## config.mk

```make
export PLATFORM = sky130hd
export DESIGN_NAME = regfile_wr_arbiter_flat
export DESIGN_NICKNAME = d
export VERILOG_FILES = /design/src/rtl/regfile_wr_arbiter_if.sv /design/src/rtl/regfile_wr_arbiter.sv /design/src/flat_wrapper.sv
export SDC_FILE = /design/constraint.sdc
export NUM_CORES = 1
export LEC_CHECK = 0
export BUFFER_PORTS_ARGS = -buffer_cell sky130_fd_sc_hd__buf_4
export CORE_MARGIN = 2
export CORE_UTILIZATION = 43
export CTS_BUF_LIST = sky130_fd_sc_hd__clkbuf_4 sky130_fd_sc_hd__clkbuf_8 sky130_fd_sc_hd__clkbuf_16
export DETAILED_ROUTE_END_ITERATION = 8
export PLACE_DENSITY = 0.91
export SLEW_MARGIN = 25
export SYNTH_ARGS = -nofsm -noshare
export SYNTH_HDL_FRONTEND = slang
export SYNTH_SLANG_ARGS = --single-unit
```

## constraint.sdc

```tcl
create_clock -name clk -period 1.9 [get_ports clk]
set_input_delay 0.19 -clock clk [delete_from_list [all_inputs] [get_ports clk]]
set_output_delay 0.19 -clock clk [all_outputs]
set_load 0.03 [all_outputs]
```

## src/rtl/regfile_wr_arbiter_if.sv

```systemverilog
// Write-port request/grant bundle between three producers and the register
// bank write arbiter.
interface regfile_wr_arbiter_if #(
  parameter int NREQ = 3,
  parameter int DW   = 32,
  parameter int AW   = 2
);
  logic [NREQ-1:0]    req;
  logic [NREQ*AW-1:0] reqDr;
  logic [NREQ*DW-1:0] reqData;
  logic [NREQ-1:0]    gnt;
  logic               write;
  logic [AW-1:0]      dr;
  logic [DW-1:0]      wrData;
  logic               busy;

  modport master (
    output req, reqDr, reqData,
    input  gnt, write, dr, wrData, busy
  );

  modport slave (
    input  req, reqDr, reqData,
    output gnt, write, dr, wrData, busy
  );
endinterface

```

## src/rtl/regfile_wr_arbiter.sv

```systemverilog
// Three-way arbiter for the single register-bank write port with a registered write command.
// Define RR_ARB_EN for round-robin priority; otherwise fixed priority 0 > 1 > 2.
module regfile_wr_arbiter #(
  parameter int NREQ = 3,
  parameter int DW   = 32,
  parameter int AW   = 2
) (
  input logic                 clk,
  input logic                 rst,
  regfile_wr_arbiter_if.slave bus
);

  logic [NREQ-1:0] elig_s;
  logic [NREQ-1:0] win_oh_s;
  logic [2:0]      pick_s;
  logic            win_vld_s;
  logic [1:0]      win_idx_s;
  logic [AW-1:0]   win_dr_s;
  logic [DW-1:0]   win_data_s;

  logic [NREQ-1:0] gnt_r;
  logic            write_r;
  logic [AW-1:0]   dr_r;
  logic [DW-1:0]   wr_data_r;

  // Returns {valid, index} of the first eligible requester in search order a, b, c.
  function automatic logic [2:0] pick3(input logic [2:0] e, input logic [1:0] a,
                                       input logic [1:0] b, input logic [1:0] c);
    logic [2:0] r;
    r = 3'b000;
    if (e[a]) begin
      r = {1'b1, a};
    end else if (e[b]) begin
      r = {1'b1, b};
    end else if (e[c]) begin
      r = {1'b1, c};
    end else begin
      r = 3'b000;
    end
    return r;
  endfunction

  // The requester currently holding gnt still has req high, so mask it out.
  assign elig_s = bus.req & ~gnt_r;

`ifdef RR_ARB_EN
  logic [1:0] last_r;

  // Round-robin search starts just after the most recent grant.
  always_comb begin
    pick_s = 3'b000;
    case (last_r)
      2'd0:    pick_s = pick3(elig_s, 2'd1, 2'd2, 2'd0);
      2'd1:    pick_s = pick3(elig_s, 2'd2, 2'd0, 2'd1);
      default: pick_s = pick3(elig_s, 2'd0, 2'd1, 2'd2);
    endcase
  end

  // Pointer to the last granted requester; moves only on a grant.
  always_ff @(posedge clk) begin
    if (rst) begin
      last_r <= 2'd2;
    end else if (win_vld_s) begin
      last_r <= win_idx_s;
    end else begin
      last_r <= last_r;
    end
  end
`else
  // Fixed priority search: 0 first, 2 last.
  always_comb begin
    pick_s = pick3(elig_s, 2'd0, 2'd1, 2'd2);
  end
`endif

  assign win_vld_s = pick_s[2];
  assign win_idx_s = pick_s[1:0];

  // Winner one-hot and its write command selected from the packed request buses.
  always_comb begin
    win_oh_s   = 3'b000;
    win_dr_s   = {AW{1'b0}};
    win_data_s = {DW{1'b0}};
    case (win_idx_s)
      2'd0: begin
        win_oh_s   = 3'b001;
        win_dr_s   = bus.reqDr[0*AW +: AW];
        win_data_s = bus.reqData[0*DW +: DW];
      end
      2'd1: begin
        win_oh_s   = 3'b010;
        win_dr_s   = bus.reqDr[1*AW +: AW];
        win_data_s = bus.reqData[1*DW +: DW];
      end
      2'd2: begin
        win_oh_s   = 3'b100;
        win_dr_s   = bus.reqDr[2*AW +: AW];
        win_data_s = bus.reqData[2*DW +: DW];
      end
      default: begin
        win_oh_s   = 3'b000;
        win_dr_s   = {AW{1'b0}};
        win_data_s = {DW{1'b0}};
      end
    endcase
    if (!win_vld_s) begin
      win_oh_s = 3'b000;
    end else begin
      win_oh_s = win_oh_s;
    end
  end

  // Registered grant and bank write command; dr/wrData hold while idle.
  always_ff @(posedge clk) begin
    if (rst) begin
      gnt_r     <= 3'b000;
      write_r   <= 1'b0;
      dr_r      <= {AW{1'b0}};
      wr_data_r <= {DW{1'b0}};
    end else if (win_vld_s) begin
      gnt_r     <= win_oh_s;
      write_r   <= 1'b1;
      dr_r      <= win_dr_s;
      wr_data_r <= win_data_s;
    end else begin
      gnt_r     <= 3'b000;
      write_r   <= 1'b0;
      dr_r      <= dr_r;
      wr_data_r <= wr_data_r;
    end
  end

  assign bus.gnt    = gnt_r;
  assign bus.write  = write_r;
  assign bus.dr     = dr_r;
  assign bus.wrData = wr_data_r;
  assign bus.busy   = |(elig_s & ~win_oh_s);

endmodule

```

## src/flat_wrapper.sv

```systemverilog
// flat-port wrapper written by rule: the top's interface ports become plain ports
module regfile_wr_arbiter_flat 
#(
  parameter int NREQ = 3,
  parameter int DW   = 32,
  parameter int AW   = 2
)
  (clk, rst, bus_req, bus_reqDr, bus_reqData, bus_gnt, bus_write, bus_dr, bus_wrData, bus_busy);
  regfile_wr_arbiter_if #(.NREQ(NREQ), .DW(DW), .AW(AW)) bus_i ();
  input logic clk;
  input logic rst;
  input wire logic [$bits(bus_i.req)-1:0] bus_req;
  input wire logic [$bits(bus_i.reqDr)-1:0] bus_reqDr;
  input wire logic [$bits(bus_i.reqData)-1:0] bus_reqData;
  output wire logic [$bits(bus_i.gnt)-1:0] bus_gnt;
  output wire logic [$bits(bus_i.write)-1:0] bus_write;
  output wire logic [$bits(bus_i.dr)-1:0] bus_dr;
  output wire logic [$bits(bus_i.wrData)-1:0] bus_wrData;
  output wire logic [$bits(bus_i.busy)-1:0] bus_busy;
  assign bus_i.req = bus_req;
  assign bus_i.reqDr = bus_reqDr;
  assign bus_i.reqData = bus_reqData;
  assign bus_gnt = bus_i.gnt;
  assign bus_write = bus_i.write;
  assign bus_dr = bus_i.dr;
  assign bus_wrData = bus_i.wrData;
  assign bus_busy = bus_i.busy;
  regfile_wr_arbiter #(.NREQ(NREQ), .DW(DW), .AW(AW)) u_core (.clk(clk), .rst(rst), .bus(bus_i));
endmodule
```

==> flow_summary.toml, run 1 <==
[clock_network]
cts.htree.levels = 2
tritoncts = "built"
cts_sinks = 38
cts-root-to-sink-buffers = 2
clk_root_buffer_cell = "clkbuf_8"
cts_inserted_buffers = 5
clkLatencyLatePin_ns = 0.28
post_cts_hold_buffers = 0
cts.clk_slew.worst_paths_ns = 0.08
cts_resized = 0
cts_setup_buffers = 0

[sta]
worst_slew_pin_slew_ns = 0.574
finClkSkew_ns = 0.00222
worst_slew_margin_rel_pct = 61.7
final.min_clock_period_ns = 1.61
achievable-frequency_mhz = 622
timing.final.setup_violations = 0
rsz0062_at_grt = "no"
slew_viol_final = 0
finalHoldViolations = 0
fin_crit_sh_pct = 84.6
tns_ns = 0

[synth]
post_synth_num_cell_types = 23
synth_cells = 249
synth.cell_area_um2 = 2340
postSynthRegisterBits = 38
ys_top_cells_by_area = "dfxtp_1 33%, a221oi_2 19%, or3b_2 9.0%, o311ai_0 8.6%, inv_1 5.5%"
net_count_after_synthesis = 356
async_s_r_ff_share_synth_pct = 0
synthDominantAreaCellType = "dfxtp_1"
synth.top_cells.by_count = "38 x dfxtp_1, 34 x inv_1, 34 x nand2_1, 29 x a221oi_2, 24 x or3b_2"
synthMostInstantiatedCell = "dfxtp_1"
synth_enable_flop_cells = 0
synth.top_cell.area_share_pct = 32.5
synth_top_flop_cell = "dfxtp_1"
yosys_warnings = 0
synth_area_per_cell_um2 = 9.40
ys_seq_area_share_pct = 32.5

[routing]
post-route-drc-count = 0
routed_wire_per_std_cell_um = 16.3
drt_iter0_markers = 107
viasPerCell = 5.44
drtAntennaViolNets = 0
drt_wl_total_um = 7400
vias = 2471
firstDrtPassIters = 4

[die]
die_width_um = 77.8
die-height_um = 77.8
floorplan.die_area_um2 = 6050
starting_density_of_the_core_pct = 45.2
io-pin-count = 146
fp.coreArea_um2 = 5170
row_count = 26

[placed_design]
post-place-cells = 446
place.detailed.hpwl_um = 5530
globalplace.congestion = 0.787
place.port_buffers = 145

[setup_path]
kind_of_cell_adding_the_most_delay_to_the_critical_path = "buffers and inverters"
start_kind = "flip-flop"
most_frequent_cell_on_the_critical_path = "buf_4"
category_of_the_critical_setup_timing_path = "reg2out"
cpMaxStageDelayCell = "dfxtp_1"
crit_arrival_ns = 1.42
timing.critical_path.to_type = "output port"
crit_fanout = 36
worst_path_largest_cell_delay_ns = 0.35
cp_cell_sequence = "nand2b_1 -> buf_4 -> o21ai_0 -> buf_4"
required_ns = 1.71
critical_path_buf_inv_count = 2

[global_routing]
grt_max_degree = 39
grt_overflow_total = 0
antenna_found_initial = 0
first_global_vias = 2526
track_usage_pct = 24.1
grt_pass1_wl_um = 11900

[layout]
synthToLayoutAreaGrowth_pct = 51.9
num_antenna_cells = 0
fin_cells = 454
nets_final = 490
post_route_cells_drive_above_1_share_pct = 57.0

[job]
drv.max_cap_violation_count = 0

[power_and_ir_drop]
cellInternalPower_uw = 1620
p_sw_share_pct = 31.8
power.static_leakage_uw = 0.00155
totalPowerFinal_uw = 2370
pwr-share-clk_pct = 27.3
power_frac_comb_pct = 34.4
power.density_nw_per_um2 = 667
switching_power_uw = 753
max-vdd-ir-drop_uv = 428
seq_power_share_pct = 38.3

[status]
outcome = "complete, no violations"

[worst_hold_path]
min-delay-path-class = "in2reg"
## cell usage in the layout (no fill, tap or decap), drive strengths merged
| master | n |
|---|---|
| nor4 | 1 |
| and2b | 1 |
| nand2b | 2 |
| nor2 | 2 |
| o311ai | 34 |
| dfxtp | 38 |
| a221oi | 34 |
| nor3b | 1 |
| nor2b | 2 |
| o21ai | 2 |
| or3b | 34 |
| nand2 | 34 |
| buf | 156 |
| inv | 34 |
| clkbuf | 8 |
| nor3 | 1 |
## final timing paths
kind / cells after the start / endpoint / start / slack [ns]
worst min-delay path: 3 / u_core.bus.wrData[22] / bus_reqData[22] / 0.18
worst min register to register: 2 / u_core.bus.wrData[6] / u_core.bus.wrData[6] / 0.47
worst max-delay path: 4 / bus_busy / u_core.bus.gnt[2] / 0.29
worst max register to register: 4 / u_core.bus.wrData[23] / u_core.bus.gnt[2] / 0.44
## power by group through the flow
| stage | Sequential, uW | Combinational (uW) | Clock [uW] |
|---|---|---|---|
| after floorplan | 1060 | 334 | 0 |
| after global placement | 923 | 795 | 0 |
| after detailed placement | 925 | 816 | 0 |
| after CTS | 907 | 818 | 659 |
| after global routing | 916 | 871 | 695 |
| final | 908 | 815 | 649 |
## sequential cells by signal, summed over array words and instances (netlist names)
name               flops
u_core.bus.dr          2
u_core.bus.gnt         3
u_core.bus.wrData     32
u_core.bus.write       1
## routing by layer
| layer | track usage [%] | wire (um) |
|---|---|---|
| met3 | 5.12 | 478 |
| met1 | 30.2 | 3070 |
| met2 | 41.9 | 3750 |
| met5 | 0 | 0 |
| met4 | 6.25 | 108 |
## per-stage QoR
| step | area, um2 | util (%) | hold WS [ns] | worst slack [ns] |
|---|---|---|---|---|
| floorplan | 2340 | - | 0.347 | 0.116 |
| global placement | 3440 | 66.6 | 0.448 | 0.472 |
| detailed placement | 3440 | 66.6 | 0.453 | 0.402 |
| CTS | 3550 | 68.7 | 0.170 | 0.267 |
| global route | 3550 | 68.7 | 0.175 | 0.177 |
| finish | 3550 | 68.7 | 0.177 | 0.292 |
## worst register-to-register path, delay by kind of cell (launching register included)
family	cells	cell delay (ns)
AO/OA/AOI/OAI	2	0.63
flip-flops	1	0.33
buffers and inverters	1	0.24
AND/OR/NAND/NOR	1	0.14
## cells by family after synthesis
kind of cell / synth area share [%]
AOI/OAI and AO/OA: 33.6
buffers and inverters: 12.6
DFF: 32.5
and+or+nand+nor: 21.3
## cell type report
cell class	instances	area, um2
fillers	414	1620
multi-input cells	148	1280
repair buffers	156	1180
flip-flops and latches	38	761
inverters	34	128
clock buffers	8	110
well taps	70	87.6
No activity file was read; power rests on OpenSTA's default activity.
==> run 2, diff against run 1 <==
--- a/config.mk
+++ b/config.mk
@@ -7,10 +7,10 @@
 export LEC_CHECK = 0
 export BUFFER_PORTS_ARGS = -buffer_cell sky130_fd_sc_hd__buf_4
 export CORE_MARGIN = 2
-export CORE_UTILIZATION = 43
+export CORE_UTILIZATION = 39
 export CTS_BUF_LIST = sky130_fd_sc_hd__clkbuf_4 sky130_fd_sc_hd__clkbuf_8 sky130_fd_sc_hd__clkbuf_16
 export DETAILED_ROUTE_END_ITERATION = 8
-export PLACE_DENSITY = 0.91
+export PLACE_DENSITY = 0.88
 export SLEW_MARGIN = 25
 export SYNTH_ARGS = -nofsm -noshare
 export SYNTH_HDL_FRONTEND = slang
==> constraint.sdc (replaced) <==
create_clock -name clk -period 1.3 [get_ports clk]
set_input_delay 0.13 -clock clk [delete_from_list [all_inputs] [get_ports clk]]
set_output_delay 0.13 -clock clk [all_outputs]
set_load 0.03 [all_outputs]
==> flow_summary.toml, run 2 (same netlist as run 1, synthesis figures left out) <==
[sta]
final.min_clock_period_ns = 1.43
timing.final.setup_violations = 36
finClkSkew_ns = 0.00430
worst_slack_ns = -0.128
finalHoldViolations = 0
worst_slew_margin_rel_pct = 78.7
slew_viol_final = 0
rsz0062_at_grt = "yes"
achievable-frequency_mhz = 700
worst_slew_pin_slew_ns = 0.315
tns_ns = -2.17
fin_crit_sh_pct = 110

[layout]
fill_cells = 321
finalInstanceArea_um2 = 4820
post_route_cells_drive_above_1_share_pct = 74.6
layout.area.seq_um2 = 769
multi_input_comb_area_um2 = 1910
mostFrequentLayoutCell = "buf_4"
synthToLayoutAreaGrowth_pct = 106
num_antenna_cells = 0
largest_register_ffs = 32
final_cell_mix = "155 x buf_4, 35 x dfxtp_1, 34 x inv_1, 33 x a221oi_2, 29 x nand2_1"
nets_final = 524

[power_and_ir_drop]
cellInternalPower_uw = 2660
seq_power_share_pct = 32.5
switching_power_uw = 1420
pwr-share-clk_pct = 21.3
power.static_leakage_uw = 0.00203
power.density_nw_per_um2 = 847
max-vdd-ir-drop_uv = 612
p_sw_share_pct = 34.8
power_frac_comb_pct = 46.2

[clock_network]
cts-root-to-sink-buffers = 2
cts_inserted_buffers = 5
cts.htree.levels = 2
cts.clk_slew.worst_paths_ns = 0.08
tritoncts = "built"
clk_root_buffer_cell = "clkbuf_8"
clkLatencyLatePin_ns = 0.29
cts_sinks = 38

[global_routing]
antenna_found_initial = 0
first_global_vias = 2704
track_usage_pct = 26.8
grt_max_degree = 20
grt_overflow_total = 0
grt_pass1_wl_um = 13700

[setup_path]
timing.critical_path.to_type = "flip-flop"
category_of_the_critical_setup_timing_path = "reg2reg"
required_ns = 1.48
crit_arrival_ns = 1.61
start_kind = "flip-flop"
crit_fanout = 11

[routing]
routed_wire_per_std_cell_um = 22.1
drt_wl_total_um = 10900
firstDrtPassIters = 4
viasPerCell = 5.84
vias = 2871
drtAntennaViolNets = 0
drt_iter0_markers = 118
post-route-drc-count = 0

[die]
row_count = 28
io-pin-count = 146
floorplan.die_area_um2 = 6630
die-height_um = 81.5
starting_density_of_the_core_pct = 40.0
fp.coreArea_um2 = 5850
die_width_um = 81.5

[placed_design]
place.detailed.hpwl_um = 5960
place_area_um2 = 3820
globalplace.congestion = 0.820
worst_setup_slack_after_placement_ns = -0.0536
place.port_buffers = 145

[worst_hold_path]
min-delay-path-class = "in2reg"

[status]
failed_checks = "setup timing"
outcome = "complete, but fails checks"

[job]
drv.max_cap_violation_count = 0
==> run 2: power groups by stage <==
stage               logic, uW  clock network, uW  registers (uW)
floorplan                 604                  0            1550
global placement         1340                  0            1350
detailed placement       1360                  0            1350
CTS                      1500                876            1330
global route             1970                929            1340
finish                   1890                870            1330
==> run 2: final cells by class <==
type,count,area share (%)
Clock buffer,7,1.87
Inverter,34,2.65
Multi-Input combinational cell,148,39.6
Sequential cell,38,16.0
Tap cell,75,1.95
Timing Repair Buffer,190,38.0
==> run 2: path summary, 6_finish.rpt <==
kind | start | to | slack [ns] | cells after the start
min | bus_reqData[25] | u_core.bus.wrData[25] | 0.09 | 3
min reg2reg | u_core.bus.wrData[3] | u_core.bus.wrData[3] | 0.47 | 2
max reg2reg | u_core.bus.gnt[1] | u_core.bus.wrData[8] | -0.13 | 5
max | u_core.bus.gnt[1] | u_core.bus.wrData[8] | -0.13 | 5
==> run 2: layer usage <==
metal / global-route usage (%) / wire length [um] / vias to the layer above
met5: 0 / 0 / -
met4: 10.0 / 317 / 0
met3: 3.96 / 639 / 32
met2: 48.9 / 5800 / 136
met1: 31.7 / 4120 / 1424
li1: - / - / 1279
==> run 2: repair_timing <==
item	CTS	global route
gates cloned	1	10
pin swaps	1	33
hold endpoints to repair	0	0
setup endpoints to repair	35	37
gates resized for setup	38	73
hold buffers	0	0
buffers inserted	11	10
==> run 2: worst max-delay path: stages, from the launching register on <==
cell,delay (ns)
dfxtp_4,0.37
buf_12,0.13
buf_8,0.13
or3b_2,0.49
o311ai_4,0.11
a221oi_2,0.09
==> run 2: metrics by stage <==
step	total power (uW)	hold WS, ns	cells	utilization, %
2_1_floorplan	2150	0.287	249	-
3_3_place_gp	2690	0.404	457	65.2
3_5_place_dp	2710	0.412	457	65.2
4_1_cts	3700	0.102	475	71.4
5_1_grt	4230	0.0844	492	82.4
6_report	4080	0.0910	492	82.4
==> run 3, diff against run 2 <==
--- a/config.mk
+++ b/config.mk
@@ -10,7 +10,7 @@
 export CORE_UTILIZATION = 39
 export CTS_BUF_LIST = sky130_fd_sc_hd__clkbuf_4 sky130_fd_sc_hd__clkbuf_8 sky130_fd_sc_hd__clkbuf_16
 export DETAILED_ROUTE_END_ITERATION = 8
-export PLACE_DENSITY = 0.88
+export PLACE_DENSITY = 0.84
 export SLEW_MARGIN = 25
 export SYNTH_ARGS = -nofsm -noshare
 export SYNTH_HDL_FRONTEND = slang
==> flow_summary.toml, run 3 (same netlist as run 1, synthesis figures left out) <==
[routing]
drt_iter0_markers = 105
routed_wire_per_std_cell_um = 17.8
drtAntennaViolNets = 0
viasPerCell = 5.51
vias = 2615
firstDrtPassIters = 5
post-route-drc-count = 0
drt_wl_total_um = 8480

[power_and_ir_drop]
power.static_leakage_uw = 0.00180
cellInternalPower_uw = 2790
pwr-share-clk_pct = 29.5
power_frac_comb_pct = 37.8
power.density_nw_per_um2 = 951
p_sw_share_pct = 31.1
switching_power_uw = 1260
totalPowerFinal_uw = 4050
max-vdd-ir-drop_uv = 606
seq_power_share_pct = 32.7

[layout]
largest_register_ffs = 32
synthToLayoutAreaGrowth_pct = 82.0
num_antenna_cells = 0
post_route_cells_drive_above_1_share_pct = 69.3
final_cell_mix = "153 x buf_4, 35 x dfxtp_1, 34 x nand2_1, 34 x inv_1, 33 x a221oi_2"
fin_cells = 475
mostFrequentLayoutCell = "buf_4"
nets_final = 506

[clock_network]
cts.clk_slew.worst_paths_ns = 0.08
cts-root-to-sink-buffers = 2
post_cts_hold_buffers = 0
cts_inserted_buffers = 5
cts_sinks = 38
clk_root_buffer_cell = "clkbuf_8"
cts.htree.levels = 2
clkLatencyLatePin_ns = 0.29
tritoncts = "built"

[setup_path]
category_of_the_critical_setup_timing_path = "reg2reg"
crit_fanout = 11
cp_cell_sequence = "nor2b_4 -> buf_6 -> buf_12 -> o311ai_0 -> a221oi_2"
kind_of_cell_adding_the_most_delay_to_the_critical_path = "compound AO/OA/AOI/OAI gates"
cpMaxStageDelayCell = "o311ai_0"
timing.critical_path.to_type = "flip-flop"
start_kind = "flip-flop"
worst_path_largest_cell_delay_ns = 0.53
critical_path_buf_inv_count = 2
crit_arrival_ns = 1.68
required_ns = 1.45

[placed_design]
post-place-cells = 458
place.detailed.hpwl_um = 5830
globalplace.congestion = 0.824
place.port_buffers = 145

[sta]
worst_slew_pin_slew_ns = 0.640
timing.final.setup_violations = 35
fin_crit_sh_pct = 118
fin_worst_hold_slack_ns = 0.101
rsz0062_at_grt = "yes"
finalHoldViolations = 0
final.min_clock_period_ns = 1.53
worst_slack_ns = -0.231
slew_viol_final = 0
worst_slew_margin_rel_pct = 57.3
tns_ns = -2.32
achievable-frequency_mhz = 653
finClkSkew_ns = 0.00878

[global_routing]
antenna_found_initial = 0
grt_util_met2_pct = 44.9
first_global_vias = 2667
grtUsageMet3_pct = 4.51
track_usage_pct = 24.9
grt_overflow_total = 0
grt_max_degree = 39
global_route.peak_usage_layer = "met2"
met1_track_demand_over_resource_pct = 29.6
grt_pass1_wl_um = 12600

[worst_hold_path]
min-delay-path-class = "in2reg"

[status]
outcome = "complete, but fails checks"
failed_checks = "setup timing"

[die]
row_count = 28
starting_density_of_the_core_pct = 40.0
die_width_um = 81.5
fp.coreArea_um2 = 5850
io-pin-count = 146
floorplan.die_area_um2 = 6630
die-height_um = 81.5

[job]
drv.max_cap_violation_count = 0
## run 3: cell types whose count changed in the layout (fill, tap and decap cells not counted), moves of 4 or more
cell / delta
clkbuf_16: -7
nand2_1: +5
nand2_2: -4
o311ai_0: +4
o311ai_2: +13
o311ai_4: -18
or3b_1: +6
or3b_2: +9
or3b_4: -15
## run 3: what timing repair did
item,4_1_cts,5_1_grt
resized for setup,23,17
pin swaps,3,3
gates cloned,2,3
setup buffers,5,1
setup endpoints to repair,35,37
## run 3: cell type report
type	instances	area, um2
multi-input cells	148	1630
fillers	422	1590
repair buffers	172	1510
flip-flops and latches	38	769
inverters	34	128
well taps	75	93.8
clock buffers	5	68.8
clock inverters	3	63.8
## run 3: tightest hold or removal path, cell delays in order
cell	delay, ns
buf_4	0.11
nand2_1	0.05
a221oi_1	0.06
## run 3: path summary, 6_finish.rpt
check	slack, ns	cells past startpoint	end	from
setup / recovery	-0.23	5	u_core.bus.wrData[18]	u_core.bus.gnt[1]
hold / removal	0.10	3	u_core.bus.wrData[15]	bus_reqData[15]
setup reg to reg	-0.23	5	u_core.bus.wrData[18]	u_core.bus.gnt[1]
hold reg to reg	0.47	2	u_core.bus.wrData[17]	u_core.bus.wrData[17]
## run 3: layer usage
| metal | routed length [um] | vias to the layer above |
|---|---|---|
| li1 | - | 1242 |
| met1 | 3470 | 1264 |
| met2 | 4400 | 95 |
| met3 | 439 | 14 |
| met4 | 172 | 0 |
| met5 | 0 | - |
## run 3: metrics by stage
stage	instance area, um2	worst slack (ns)	utilization, %
6_report	4260	-0.231	72.8
4_1_cts	4140	-0.0818	70.7
3_3_place_gp	3820	-0.0284	65.4
3_5_place_dp	3820	-0.100	65.4
5_1_grt	4260	-0.234	72.8
2_1_floorplan	2610	-0.0404	-
## run 3: power by group through the flow
| stage | registers (uW) | logic (uW) | clock network [uW] |
|---|---|---|---|
| after global routing | 1340 | 1620 | 1260 |
| final | 1320 | 1530 | 1200 |
| after global placement | 1350 | 1350 | 0 |
| after detailed placement | 1350 | 1370 | 0 |
| after CTS | 1320 | 1460 | 1210 |
| after floorplan | 1550 | 604 | 0 |
